$ cat config.mk
export PLATFORM = sky130hd
export DESIGN_NAME = sad_search_ctrl
export DESIGN_NICKNAME = d
export VERILOG_FILES = /design/src/rtl/sad_search_ctrl.sv
export SDC_FILE = /design/constraint.sdc
export NUM_CORES = 1
export LEC_CHECK = 0
export ABC_AREA = 1
export CAP_MARGIN = 20
export CORE_MARGIN = 1.5
export CORE_UTILIZATION = 49
export CTS_CLUSTER_DIAMETER = 80
export DETAILED_ROUTE_END_ITERATION = 8
export PLACE_DENSITY_LB_ADDON = 0.05
export SETUP_SLACK_MARGIN = 0.05
export SLEW_MARGIN = 5
export SYNTH_ARGS = -nofsm -noshare
export SYNTH_HDL_FRONTEND = slang
export SYNTH_SLANG_ARGS = --single-unit
export TNS_END_PERCENT = 5
$ cat constraint.sdc
create_clock -name clk -period 8.6 [get_ports clk]
set_input_delay 1.72 -clock clk [delete_from_list [all_inputs] [get_ports clk]]
set_output_delay 1.72 -clock clk [all_outputs]
set_load 0.01 [all_outputs]
$ cat src/rtl/sad_search_ctrl.sv
// sad_search_ctrl
// ---------------------------------------------------------------------------
// Sequences a sum-of-absolute-differences search over total_count candidate
// positions and folds the returned SAD values into a running minimum.
//
// Each issue beat covers NUM_LANES consecutive candidates, base..base+3. Lane
// k of a beat is live when base+k < total_count. Result beats come back from
// the SAD pipeline some cycles later, carrying a value and an index per lane.
// The beat flagged with res_trigger is the pipelined copy of issue_last, and
// it finalises the search.
//
// Handshake: there is no backpressure anywhere. The controller emits one beat
// on every ISSUE cycle. A result beat is consumed on every cycle that
// res_valid is high while the state is ISSUE or DRAIN; in any other state it
// is dropped.
//
// Ports
//   clk, rst_n          clock; synchronous active-low reset
//   start, total_count  request a search of total_count candidates (IDLE only)
//   issue_*             issue beat: valid, base index, lane mask, last flag
//   res_*               result beat: valid, 4x14b values, 4x16b indices, trigger
//   busy, done          busy in ISSUE/DRAIN; one-cycle done pulse
//   best_value/index    minimum SAD found (lowest index wins ties)
//   dbg_state           current FSM state (0 IDLE, 1 ISSUE, 2 DRAIN, 3 DONE)
// ---------------------------------------------------------------------------
module sad_search_ctrl #(
    parameter int NUM_LANES = 4
) (
    input  logic                      clk,
    input  logic                      rst_n,
    input  logic                      start,
    input  logic [15:0]               total_count,
    output logic                      issue_valid,
    output logic [15:0]               issue_index,
    output logic [NUM_LANES-1:0]      issue_mask,
    output logic                      issue_last,
    input  logic                      res_valid,
    input  logic [14*NUM_LANES-1:0]   res_value,
    input  logic [16*NUM_LANES-1:0]   res_index,
    input  logic                      res_trigger,
    output logic                      busy,
    output logic                      done,
    output logic [13:0]               best_value,
    output logic [15:0]               best_index,
    output logic [1:0]                dbg_state
);

    typedef enum logic [1:0] {
        S_IDLE  = 2'd0,
        S_ISSUE = 2'd1,
        S_DRAIN = 2'd2,
        S_DONE  = 2'd3
    } state_t;

    state_t                 state_q, state_d;
    logic [15:0]            total_q, total_d;
    logic                   issue_valid_q, issue_valid_d;
    logic [15:0]            issue_index_q, issue_index_d;  // doubles as base
    logic [NUM_LANES-1:0]   issue_mask_q, issue_mask_d;
    logic                   issue_last_q, issue_last_d;
    logic                   busy_q, busy_d;
    logic                   done_q, done_d;
    logic [13:0]            best_value_q, best_value_d;
    logic [15:0]            best_index_q, best_index_d;

    logic [15:0]            next_base;
    logic [13:0]            lane_value;
    logic [15:0]            lane_index;

    // Comparisons are done at 17 bits so base+k never wraps near 16'hFFFF.
    function automatic logic [NUM_LANES-1:0] lane_mask(input logic [15:0] base,
                                                       input logic [15:0] total);
        logic [NUM_LANES-1:0] m;
        m = '0;
        for (int k = 0; k < NUM_LANES; k++) begin
            m[k] = ({1'b0, base} + 17'(k)) < {1'b0, total};
        end
        return m;
    endfunction

    function automatic logic beat_is_last(input logic [15:0] base,
                                          input logic [15:0] total);
        return ({1'b0, base} + 17'(NUM_LANES)) >= {1'b0, total};
    endfunction

    assign next_base = issue_index_q + 16'(NUM_LANES);

    always_comb begin
        state_d       = state_q;
        total_d       = total_q;
        issue_valid_d = 1'b0;
        issue_index_d = issue_index_q;
        issue_mask_d  = '0;
        issue_last_d  = 1'b0;
        done_d        = 1'b0;
        best_value_d  = best_value_q;
        best_index_d  = best_index_q;
        lane_value    = '0;
        lane_index    = '0;

        case (state_q)
            S_IDLE: begin
                if (start) begin
                    total_d      = total_count;
                    best_value_d = 14'h3FFF;
                    best_index_d = 16'hFFFF;
                    if (total_count != 16'd0) begin
                        // Registered issue outputs: beat 0 appears the cycle
                        // after start is accepted.
                        state_d       = S_ISSUE;
                        issue_valid_d = 1'b1;
                        issue_index_d = 16'd0;
                        issue_mask_d  = lane_mask(16'd0, total_count);
                        issue_last_d  = beat_is_last(16'd0, total_count);
                    end else begin
                        state_d = S_DONE;
                        done_d  = 1'b1;
                    end
                end
            end
            S_ISSUE: begin
                if (issue_last_q) begin
                    state_d = S_DRAIN;
                end else begin
                    issue_valid_d = 1'b1;
                    issue_index_d = next_base;
                    issue_mask_d  = lane_mask(next_base, total_q);
                    issue_last_d  = beat_is_last(next_base, total_q);
                end
            end
            S_DONE:  state_d = S_IDLE;
            default: ;
        endcase

        // Result folding: lanes are scanned 0..3 against the running best,
        // so on equal values the earlier (lower) index survives.
        if (res_valid && (state_q == S_ISSUE || state_q == S_DRAIN)) begin
            for (int k = 0; k < NUM_LANES; k++) begin
                lane_value = res_value[14*k +: 14];
                lane_index = res_index[16*k +: 16];
                if ((lane_index < total_q) &&
                    ((lane_value < best_value_d) ||
                     (lane_value == best_value_d && lane_index < best_index_d))) begin
                    best_value_d = lane_value;
                    best_index_d = lane_index;
                end
            end
            // In ISSUE a trigger is only meaningful alongside the final beat.
            if (res_trigger && (state_q == S_DRAIN || issue_last_q)) begin
                state_d       = S_DONE;
                done_d        = 1'b1;
                issue_valid_d = 1'b0;
                issue_mask_d  = '0;
                issue_last_d  = 1'b0;
            end
        end

        busy_d = (state_d == S_ISSUE) || (state_d == S_DRAIN);
    end

    always_ff @(posedge clk) begin
        if (!rst_n) begin
            state_q       <= S_IDLE;
            total_q       <= 16'd0;
            issue_valid_q <= 1'b0;
            issue_index_q <= 16'd0;
            issue_mask_q  <= '0;
            issue_last_q  <= 1'b0;
            busy_q        <= 1'b0;
            done_q        <= 1'b0;
            best_value_q  <= 14'h3FFF;
            best_index_q  <= 16'hFFFF;
        end else begin
            state_q       <= state_d;
            total_q       <= total_d;
            issue_valid_q <= issue_valid_d;
            issue_index_q <= issue_index_d;
            issue_mask_q  <= issue_mask_d;
            issue_last_q  <= issue_last_d;
            busy_q        <= busy_d;
            done_q        <= done_d;
            best_value_q  <= best_value_d;
            best_index_q  <= best_index_d;
        end
    end

    assign issue_valid = issue_valid_q;
    assign issue_index = issue_index_q;
    assign issue_mask  = issue_mask_q;
    assign issue_last  = issue_last_q;
    assign busy        = busy_q;
    assign done        = done_q;
    assign best_value  = best_value_q;
    assign best_index  = best_index_q;
    assign dbg_state   = state_q;

endmodule

# Word level (Yosys, flattened, before mapping)
# Cells that the tools add are included.
[classes]
n_shift = 0
muxes = 53
addsub = 5
mul = 0
magnitude_cmp = 22
n_reduce_logical = 22
n_div = 0
eq_ne = 12
bitwise = 0
[op_table]
columns = ["cell", "n"]
rows = [
  ["$mux 16", 13],
  ["$lt 16x16->1", 9],
  ["$mux 14", 10],
  ["$eq 14x14->1", 4],
  ["$lt 14x14->1", 4],
  ["$lt 17x16->1", 3],
  ["$add 16x2->17 const B", 2],
  ["$lt 1x16->1 const A", 2],
  ["$lt 2x16->1 const A", 2],
  ["$pmux 16 s2", 1],
  ["$mux 4", 5],
  ["$add 16x1->17 const B", 1],
  ["$add 16x3->17 const B", 1],
  ["$ge 17x16->1", 1],
  ["$add 16x3->16 const B", 1],
  ["$ge 3x16->1 const A", 1],
  ["$reduce_bool 16->1", 1],
  ["$mux 1", 15],
  ["$logic_and 1x1->1", 10],
  ["$mux 2", 5],
  ["$pmux 4 s2", 1],
  ["$logic_or 1x1->1", 7],
  ["$eq 2x2->1 const B", 3],
  ["$ne 2x2->1 const B", 3],
  ["other kinds (7)", 9],
]
[totals]
wordCells = 124
latchBits = 0
input_bits = 141
output_inout_bits = 56
regBits = 72
romBits = 0
n_memories = 0
ramBits = 0

# Longest topological paths before layout
# Gate-level depths: netlist (run 1).
[logic_depth]
word_depth = 26
mapped_depth = 69
depth_no_buf = 60

# Worst setup path after synthesis (run 1)
# Ideal clock, no wire load.
[synth_path]
kind = "input-to-reg"
from = "in start"
to = "reg best_index_q[1] (netlist: best_index[1])"
path_slack_ps = -358
stages = 57
path_buffers = 9
t_arrival_ps = 8844
required_ps = 8485
setup_time_ps = 115
cell_sequence = "nand2_2 -> buf_6 -> inv_1 -> clkbuf_1 -> nor2_1 -> ha_1 -> nand2_1 -> inv_1 -> nand3_1 -> o211ai_1 -> nand2_1 -> o211ai_1 -> nand2_2 -> nand2_2 -> buf_6 -> clkbuf_1 -> nand2_1 -> o21ai_0 -> [21 not listed] -> o21ai_0 -> nand2_1 -> nand2_2 -> clkbuf_1 -> clkbuf_1 -> nand2_1 -> o21ai_0 -> ha_1 -> nand4_1 -> a2111oi_0 -> o211ai_1 -> nor2_1 -> nand2_1 -> nand2_2 -> buf_2 -> nand3_1 -> nand3_1 -> nand2_1"
[synth_between]
elab_chain_cells = 26
elab_cells_between_ends = 42
cone_classes = "order compare: 8; eq/ne: 4; mux: 18; reduce/logical: 12"
[synth_rtl]
columns = ["item", "line", "source"]
rows = [
  ["from (decl)", "31", "input logic start,"],
  ["$mux 16 or $mux 14 (tied branches)", "103", "if (start) begin"],
  ["$mux 16 or $mux 14 (tied branches)", "101", "case (state_q)"],
  ["$lt 16x16->1 or $eq 14x14->1 (tied branches)", "143", "(lane_value == best_value_d && lane_index < best_index_d))) begin"],
  ["$logic_and 1x1->1", "143", ""],
  ["$logic_or 1x1->1", "142", "((lane_value < best_value_d) ||"],
  ["$logic_and 1x1->1", "141", "if ((lane_index < total_q) &&"],
  ["$mux 16 or $mux 14 (tied branches)", "141", ""],
  ["$mux 16 or $mux 14 (tied branches)", "137", "if (res_valid && (state_q == S_ISSUE || state_q == S_DRAIN)) begin"],
  ["[10 not listed]", "n/a", ""],
  ["$mux 16 or $mux 14 (tied branches)", "141", ""],
  ["$mux 16 or $mux 14 (tied branches)", "137", ""],
  ["$lt 16x16->1 or $eq 14x14->1 (tied branches)", "143", ""],
  ["$logic_and 1x1->1", "143", ""],
  ["$logic_or 1x1->1", "142", ""],
  ["$logic_and 1x1->1", "141", ""],
  ["$mux 16", "141", ""],
  ["$mux 16 (*)", "137", ""],
  ["to (signal assigned)", "183", "best_index_q <= best_index_d;"],
  ["to (decl)", "64", "logic [15:0] best_index_q, best_index_d;"],
]
# Every way passes the cells marked *; elsewhere a longest branch is shown, timed or not. The select of a mux whose other input is x is not followed.
# A chain may end at the register's enable or synchronous reset.

# Worst setup path after layout (run 1)
[layout_path]
from = "in start"
to = "reg best_value_q[4] (netlist: best_value[4])"
[layout_between]
elab_chain_cells = 26
elab_cells_between_ends = 42
cone_classes = "order compare: 8; eq/ne: 4; mux: 18; reduce/logical: 12"
[layout_rtl]
columns = ["item", "line", "source"]
rows = [
  ["$mux 16 or $mux 14 (tied branches)", "103", ""],
  ["$mux 16 or $mux 14 (tied branches)", "101", ""],
  ["$lt 16x16->1 or $eq 14x14->1 (tied branches)", "143", ""],
  ["$logic_and 1x1->1", "143", ""],
  ["$logic_or 1x1->1", "142", ""],
  ["$logic_and 1x1->1", "141", ""],
  ["$mux 16 or $mux 14 (tied branches)", "141", ""],
  ["$mux 16 or $mux 14 (tied branches)", "137", ""],
  ["[10 not listed]", "n/a", ""],
  ["$mux 16 or $mux 14 (tied branches)", "141", ""],
  ["$mux 16 or $mux 14 (tied branches)", "137", ""],
  ["$lt 16x16->1 or $eq 14x14->1 (tied branches)", "143", ""],
  ["$logic_and 1x1->1", "143", ""],
  ["$logic_or 1x1->1", "142", ""],
  ["$logic_and 1x1->1", "141", ""],
  ["$mux 14", "141", ""],
  ["$mux 14 (*)", "137", ""],
  ["to (signal assigned)", "182", "best_value_q <= best_value_d;"],
  ["to (decl)", "63", "logic [13:0] best_value_q, best_value_d;"],
]
# Marked as above.

==> results of run 1 <==
-- worst max-delay path by stage --
stage | end | depth (start not counted) | from | slack (ns)
final | best_value[4]$_SDFF_PN1_ | 50 | start | -0.57
after CTS | best_value[0]$_SDFF_PN1_ | 54 | start | -0.47
after global placement | best_value[4]$_SDFF_PN1_ | 50 | start | -1.11
after global routing | best_value[0]$_SDFF_PN1_ | 52 | start | -1.05
after floorplan | best_index[2]$_SDFF_PN1_ | 59 | start | 0.05
after detailed placement | best_value[12]$_SDFF_PN1_ | 50 | start | -1.23
-- cells in the final DEF, fill, tap and decap left out, types with 7 or more instances in the layout --
cell and count:
inv_1 125, nand2_1 320, buf_4 146, clkdlybuf4s50_1 194, nor2_1 83, dfxtp_1 70
o21ai_0 88, nand4_1 23, xnor2_1 8, ha_1 228, a211oi_1 10, nand2_2 8
xor2_1 31, o21a_1 31, clkbuf_16 9, nor2_2 10, a21oi_1 122, nor3_1 7
buf_12 9, o21ai_1 31, o211ai_1 12, nand3_1 93
-- cell families (layout without fill, tap and decap cells) --
logic type / Yosys count / count (layout) / share of synthesized area
and+or+nand+nor: 568 / 568 / 0.246
AOI/OAI and AO/OA: 346 / 346 / 0.206
adders and majority gates: 228 / 228 / 0.294
buffers and inverters: 183 / 499 / 0.0743
DFF: 70 / 70 / 0.144
xor gates and xnor gates: 39 / 39 / 0.0352
other: 1 / 3 / 0.000386
-- metrics by stage --
step	cell area, um2	setup TNS, ns	hold WS (ns)	util
2_1_floorplan	9910	0	0.458	-
3_3_place_gp	13100	-31.76	0.483	0.673
3_5_place_dp	13100	-35.75	0.489	0.673
4_1_cts	13600	-12.80	0.499	0.699
5_1_grt	13700	-29.66	0.531	0.702
6_report	13700	-15.50	0.494	0.702
-- timing repair --
action | 4_1_cts | 5_1_grt
endpoints found under the hold margin | 0 | 0
gates resized for setup | 25 | 22
setup endpoints to repair | 30 | 30
pin swaps | 6 | 16
gates cloned | 3 | 0
buffers inserted | 1 | 1
-- worst min-delay path, cell delays in order (launching register included) --
cell     delay (ns)
dfxtp_1        0.33
nand2_1        0.07
a21oi_1        0.05
-- power groups by stage --
stage	Combinational (mW)	Clock (mW)	Sequential [mW]
after floorplan	0.607	0	0.368
after global placement	1.06	0	0.367
after detailed placement	1.08	0	0.367
after CTS	1.13	0.443	0.360
after global routing	1.28	0.451	0.361
final	1.16	0.437	0.360
-- layer usage --
| metal | GRT usage | vias up | wire length [um] |
|---|---|---|---|
| met4 | 0.191 | 0 | 1870 |
| met5 | 0 | - | 0 |
| met1 | 0.408 | 5142 | 14700 |
| li1 | - | 5616 | - |
| met3 | 0.0483 | 94 | 2460 |
| met2 | 0.585 | 449 | 16500 |
-- area by class of cell --
class	count	area, um2	share of cell area
Multi-Input combinational cell	1183	7770	0.569
Timing Repair Buffer	353	3330	0.244
Sequential cell	70	1400	0.103
Inverter	130	490	0.0359
Tap cell	265	332	0.0243
Clock buffer	10	239	0.0175
Clock inverter	6	93.8	0.00687
Antenna cell	1	2.50	0.000183
-- sequential cells by signal, indices dropped and copies added (netlist names) --
signal       cells
best_value      14
total_q         16
issue_mask       4
dbg_state        2
issue_valid      1
busy             1
issue_last       1
done             1
best_index      16
issue_index     14
==> impl_metrics.env, run 1 <==
export IMPL_whs_path_depth=2
export IMPL_p_clk_frac=0.223
export IMPL_yosys_warnings=0
export IMPL_crit_family="simple AND/OR/NAND/NOR gates"
export IMPL_violations="setup timing"
export IMPL_setup_ws_ns=-0.573
export IMPL_vias_per_cell=5.60
export IMPL_drive_above_1_share=0.128
export IMPL_pin_count=197
export IMPL_grt_util_all_layers=0.341
export IMPL_reg2reg_depth=50
export IMPL_port_buffers=194
export IMPL_switchingPower_uw=813
export IMPL_finClkSkew_ns=0.00995
export IMPL_final_cell_count_no_fill=2018
export IMPL_finalWeightedCongestion=0.943
export IMPL_final_antenna_net_count=0
export IMPL_dr_pass1_iters=5
export IMPL_htree_levels=3
export IMPL_cts_clk_slew_worst_paths_ns=0.06
export IMPL_syn_to_final_growth_pct=40.8
export IMPL_hold_viol_final=0
export IMPL_grt_pass1_wl_mm=54.1
export IMPL_core_mm2=0.0195
export IMPL_intPower_mw=1.15
export IMPL_drt_iter0_markers=568
export IMPL_drv_cap=0
export IMPL_worstMarginPinSlew_ns=0.909
export IMPL_critPathKind="input pin to register"
export IMPL_die_x_um=144
export IMPL_worst_path_buf_inv=9
export IMPL_required_ns=8.89
export IMPL_grt_max_degree=57
export IMPL_comb_power_share=0.593
export IMPL_max_freq_mhz=109
export IMPL_path_common_cell="nand2_1"
export IMPL_cp_start_kind="input pin"
export IMPL_min_from="issue_index[7]$_SDFFE_PN0P_"
export IMPL_synth_edf_count=0
export IMPL_power_leakage_nw=6.53
export IMPL_period_share=1.07
export IMPL_grt_pass1_vias=10600
export IMPL_hpwl_mm=28.6
export IMPL_wl_mm=35.5
export IMPL_min_period_ns=9.17
export IMPL_numCtsBuffers=9
export IMPL_synth_cell_types=43
export IMPL_p_per_area_mw_per_mm2=143
export IMPL_root_buffer="clkbuf_16"
export IMPL_setup_viol=30
export IMPL_slew_limit_headroom=0.392
export IMPL_power_mw=1.96
export IMPL_pre_cts_ws_ns=-1.23
export IMPL_cts_sinks=70
export IMPL_p_sw_frac=0.415
export IMPL_drc_errors=0
export IMPL_rows=51
export IMPL_die_h_um=144
export IMPL_syn_area_mm2=0.00971
export IMPL_crit_fanout=14
export IMPL_synth_top_cells_by_count="nand2_1, ha_1, inv_1"
export IMPL_max_stage_delay_ns=0.49
export IMPL_hold_class="register to register"
export IMPL_syn_inst=1435
export IMPL_synth_seq_cells=70
export IMPL_cts_buffer_depth=2
export IMPL_ir_drop_v=0.000113
export IMPL_timing_rr_end="best_value[4]$_SDFF_PN1_"
export IMPL_cpMaxStageDelayCell="clkdlybuf4s50_1"
export IMPL_tritoncts="built"
export IMPL_syn_area_per_cell_um2=6.76
export IMPL_nets=2116
export IMPL_end_kind="register"
export IMPL_seq_power_share=0.184
export IMPL_reg2reg_slack_ns=0.58
export IMPL_synth_most_common_cell="nand2_1"
export IMPL_holdBufCountCts=0
export IMPL_rsz0062_at_grt="true"
export IMPL_wl_per_cell_um=17.6
export IMPL_yosysSeqAreaShare=0.144
export IMPL_hold_end="issue_index[7]$_SDFFE_PN0P_"
export IMPL_dpl_cell_count=1996
export IMPL_initial_core_util=0.499
export IMPL_r2r_start="dbg_state[0]$_SDFF_PN0_"
export IMPL_status="complete, but fails checks"
export IMPL_yosys_area_top_type="ha_1"
export IMPL_gr_total_overflow=0
export IMPL_async_flop_share=0
export IMPL_fillers=1717
export IMPL_slew_violations=0
export IMPL_netlist_area_leader_share=0.294
export IMPL_arrival_ns=9.46
export IMPL_synthTopCellsByArea="ha_1, dfxtp_1, nand2_1"
export IMPL_antenna_found_initial=1
export IMPL_synthFlopType="dfxtp_1"
export IMPL_fp_dieArea_mm2=0.0207
export IMPL_via_count=11300
export IMPL_clk_latency_ns=0.35
No activity file was read; power rests on OpenSTA's default activity.
==> inputs of run 2 (changes only) <==
--- a/config.mk
+++ b/config.mk
@@ -5,7 +5,6 @@
 export SDC_FILE = /design/constraint.sdc
 export NUM_CORES = 1
 export LEC_CHECK = 0
-export ABC_AREA = 1
 export CAP_MARGIN = 20
 export CORE_MARGIN = 1.5
 export CORE_UTILIZATION = 49
==> impl_metrics.env, run 2 <==
export IMPL_syn_area_per_cell_um2=7.68
export IMPL_hold_viol_final=0
export IMPL_vias_per_cell=5.98
export IMPL_synth_top_cells_by_count="ha_1, nor2_1, a21oi_1"
export IMPL_syn_area_mm2=0.00985
export IMPL_hold_class="register to register"
export IMPL_max_stage_delay_ns=0.38
export IMPL_synth_edf_count=0
export IMPL_yosys_warnings=0
export IMPL_finalWeightedCongestion=0.975
export IMPL_fillers=1453
export IMPL_finClkSkew_ns=0.00759
export IMPL_setup_ws_ns=-2.36
export IMPL_worstMarginPinSlew_ns=0.797
export IMPL_slew_violations=0
export IMPL_core_mm2=0.0196
export IMPL_nets=2085
export IMPL_yosysSeqAreaShare=0.142
export IMPL_async_flop_share=0
export IMPL_pre_cts_ws_ns=-3.22
export IMPL_die_x_um=145
export IMPL_synth_cell_types=64
export IMPL_arrival_ns=11.19
export IMPL_drc_errors=0
export IMPL_power_leakage_nw=6.89
export IMPL_wl_per_cell_um=20.1
export IMPL_antenna_found_initial=0
export IMPL_grt_util_all_layers=0.373
export IMPL_root_buffer="clkbuf_16"
export IMPL_initial_core_util=0.503
export IMPL_dr_pass1_iters=5
export IMPL_crit_fanout=11
export IMPL_slew_limit_headroom=0.463
export IMPL_drive_above_1_share=0.234
export IMPL_status="complete, but fails checks"
export IMPL_post_route_util=0.767
export IMPL_power_mw=2.03
export IMPL_grt_pass1_vias=11600
export IMPL_yosys_area_top_type="ha_1"
export IMPL_period_share=1.27
export IMPL_cts_sinks=70
export IMPL_synthTopCellsByArea="ha_1, dfxtp_1, a21oi_1"
export IMPL_netlist_area_leader_share=0.290
export IMPL_grt_pass1_wl_mm=60.1
export IMPL_cts_clk_slew_worst_paths_ns=0.06
export IMPL_required_ns=8.82
export IMPL_placed_cell_area_mm2=0.0139
export IMPL_tritoncts="built"
export IMPL_via_count=11900
export IMPL_clk_latency_ns=0.36
export IMPL_fin_area_mm2=0.0150
export IMPL_end_kind="register"
export IMPL_p_per_area_mw_per_mm2=135
export IMPL_synth_seq_cells=70
export IMPL_min_from="total_q[2]$_SDFFE_PN0P_"
export IMPL_num_antenna_cells=0
export IMPL_min_period_ns=10.96
export IMPL_synthFlopType="dfxtp_1"
export IMPL_wl_mm=39.8
export IMPL_cts_buffer_depth=2
export IMPL_ir_drop_v=0.000107
export IMPL_setup_viol=30
export IMPL_final_cell_mix="buf_4, ha_1, clkdlybuf4s50_1"
export IMPL_fp_dieArea_mm2=0.0210
export IMPL_path_common_cell="o21a_1"
export IMPL_tns_ns=-69.38
export IMPL_cp_start_kind="input pin"
export IMPL_htree_levels=3
export IMPL_pin_count=197
export IMPL_max_freq_mhz=91.2
export IMPL_rows=51
export IMPL_gr_total_overflow=0
export IMPL_syn_inst=1283
export IMPL_hpwl_mm=29.9
export IMPL_drv_cap=0
export IMPL_cpMaxStageDelayCell="o31a_4"
export IMPL_synth_most_common_cell="ha_1"
export IMPL_drt_iter0_markers=907
export IMPL_rsz0062_at_grt="true"
export IMPL_port_buffers=194
export IMPL_grt_max_degree=36
export IMPL_critPathKind="input pin to register"
export IMPL_r2r_start="dbg_state[0]$_SDFF_PN0_"
export IMPL_final_antenna_net_count=0
export IMPL_violations="setup timing"
export IMPL_crit_start="start"
export IMPL_die_h_um=145
export IMPL_numCtsBuffers=9
export IMPL_layout_commonest_cell="buf_4"
export IMPL_syn_to_final_growth_pct=52.6
[run 2: worst paths after layout]
check | endpoint | slack, ns | cells after the start
worst max-delay path | best_value[10]$_SDFF_PN1_ | -2.36 | 51
worst min-delay path | total_q[2]$_SDFFE_PN0P_ | 0.46 | 2
worst max register to register | best_value[10]$_SDFF_PN1_ | -1.46 | 53
worst min register to register | total_q[2]$_SDFFE_PN0P_ | 0.46 | 2
[run 2: cell families after synthesis]
family	Yosys count	synth area share
compound gates	389	0.249
simple gates	390	0.186
mux	35	0.0359
flops	70	0.142
other cells	1	0.000381
buf+inv	120	0.0526
xor+xnor	48	0.0427
fa+ha+maj	230	0.292
[run 2: power by group]
part           internal (mW)  leakage [nW]  switching [mW]  total (mW)
sequential             0.345         0.571          0.0130       0.358
combinational          0.644          6.19           0.638        1.28
clock                  0.201         0.135           0.186       0.387
total                   1.19          6.89           0.837        2.03
[run 2: stage by stage]
step | hold WS (ns) | std cells
finish | 0.455 | 1986
floorplan | 0.436 | 1284
detailed placement | 0.448 | 1944
CTS | 0.457 | 1982
global route | 0.476 | 1986
global placement | 0.442 | 1944
[run 2: metal layers]
metal	up-vias	share of wire	routed length (um)	track usage
li1	5621	-	-	-
met1	5459	0.40	16000	0.460
met2	650	0.45	18000	0.617
met3	142	0.090	3590	0.0602
met4	0	0.056	2220	0.214
met5	-	0	0	0
[run 2: layout make-up]
| class | instances | area [um2] | area share |
|---|---|---|---|
| multi-input cells | 1097 | 8540 | 0.568 |
| repair buffers | 473 | 4230 | 0.281 |
| flip-flops and latches | 70 | 1400 | 0.0932 |
| well taps | 265 | 332 | 0.0221 |
| inverters | 65 | 244 | 0.0162 |
| clock buffers | 9 | 225 | 0.0150 |
| clock inverters | 7 | 61.3 | 0.00408 |
[run 2: critical path, delay by kind of cell]
kind	cells	cell delay (ns)
compound gates	29	5.24
simple gates	10	1.65
fa+ha+maj	4	1.21
buf+inv	7	1.14
mux	1	0.21
[run 2: repair_timing]
action / CTS / global route
setup endpoints to repair: 30 / 30
setup buffers: 14 / 4
gates cloned: 8 / 0
hold buffers: 0 / 0
gates resized for setup: 121 / 20
pin swaps: 49 / 20
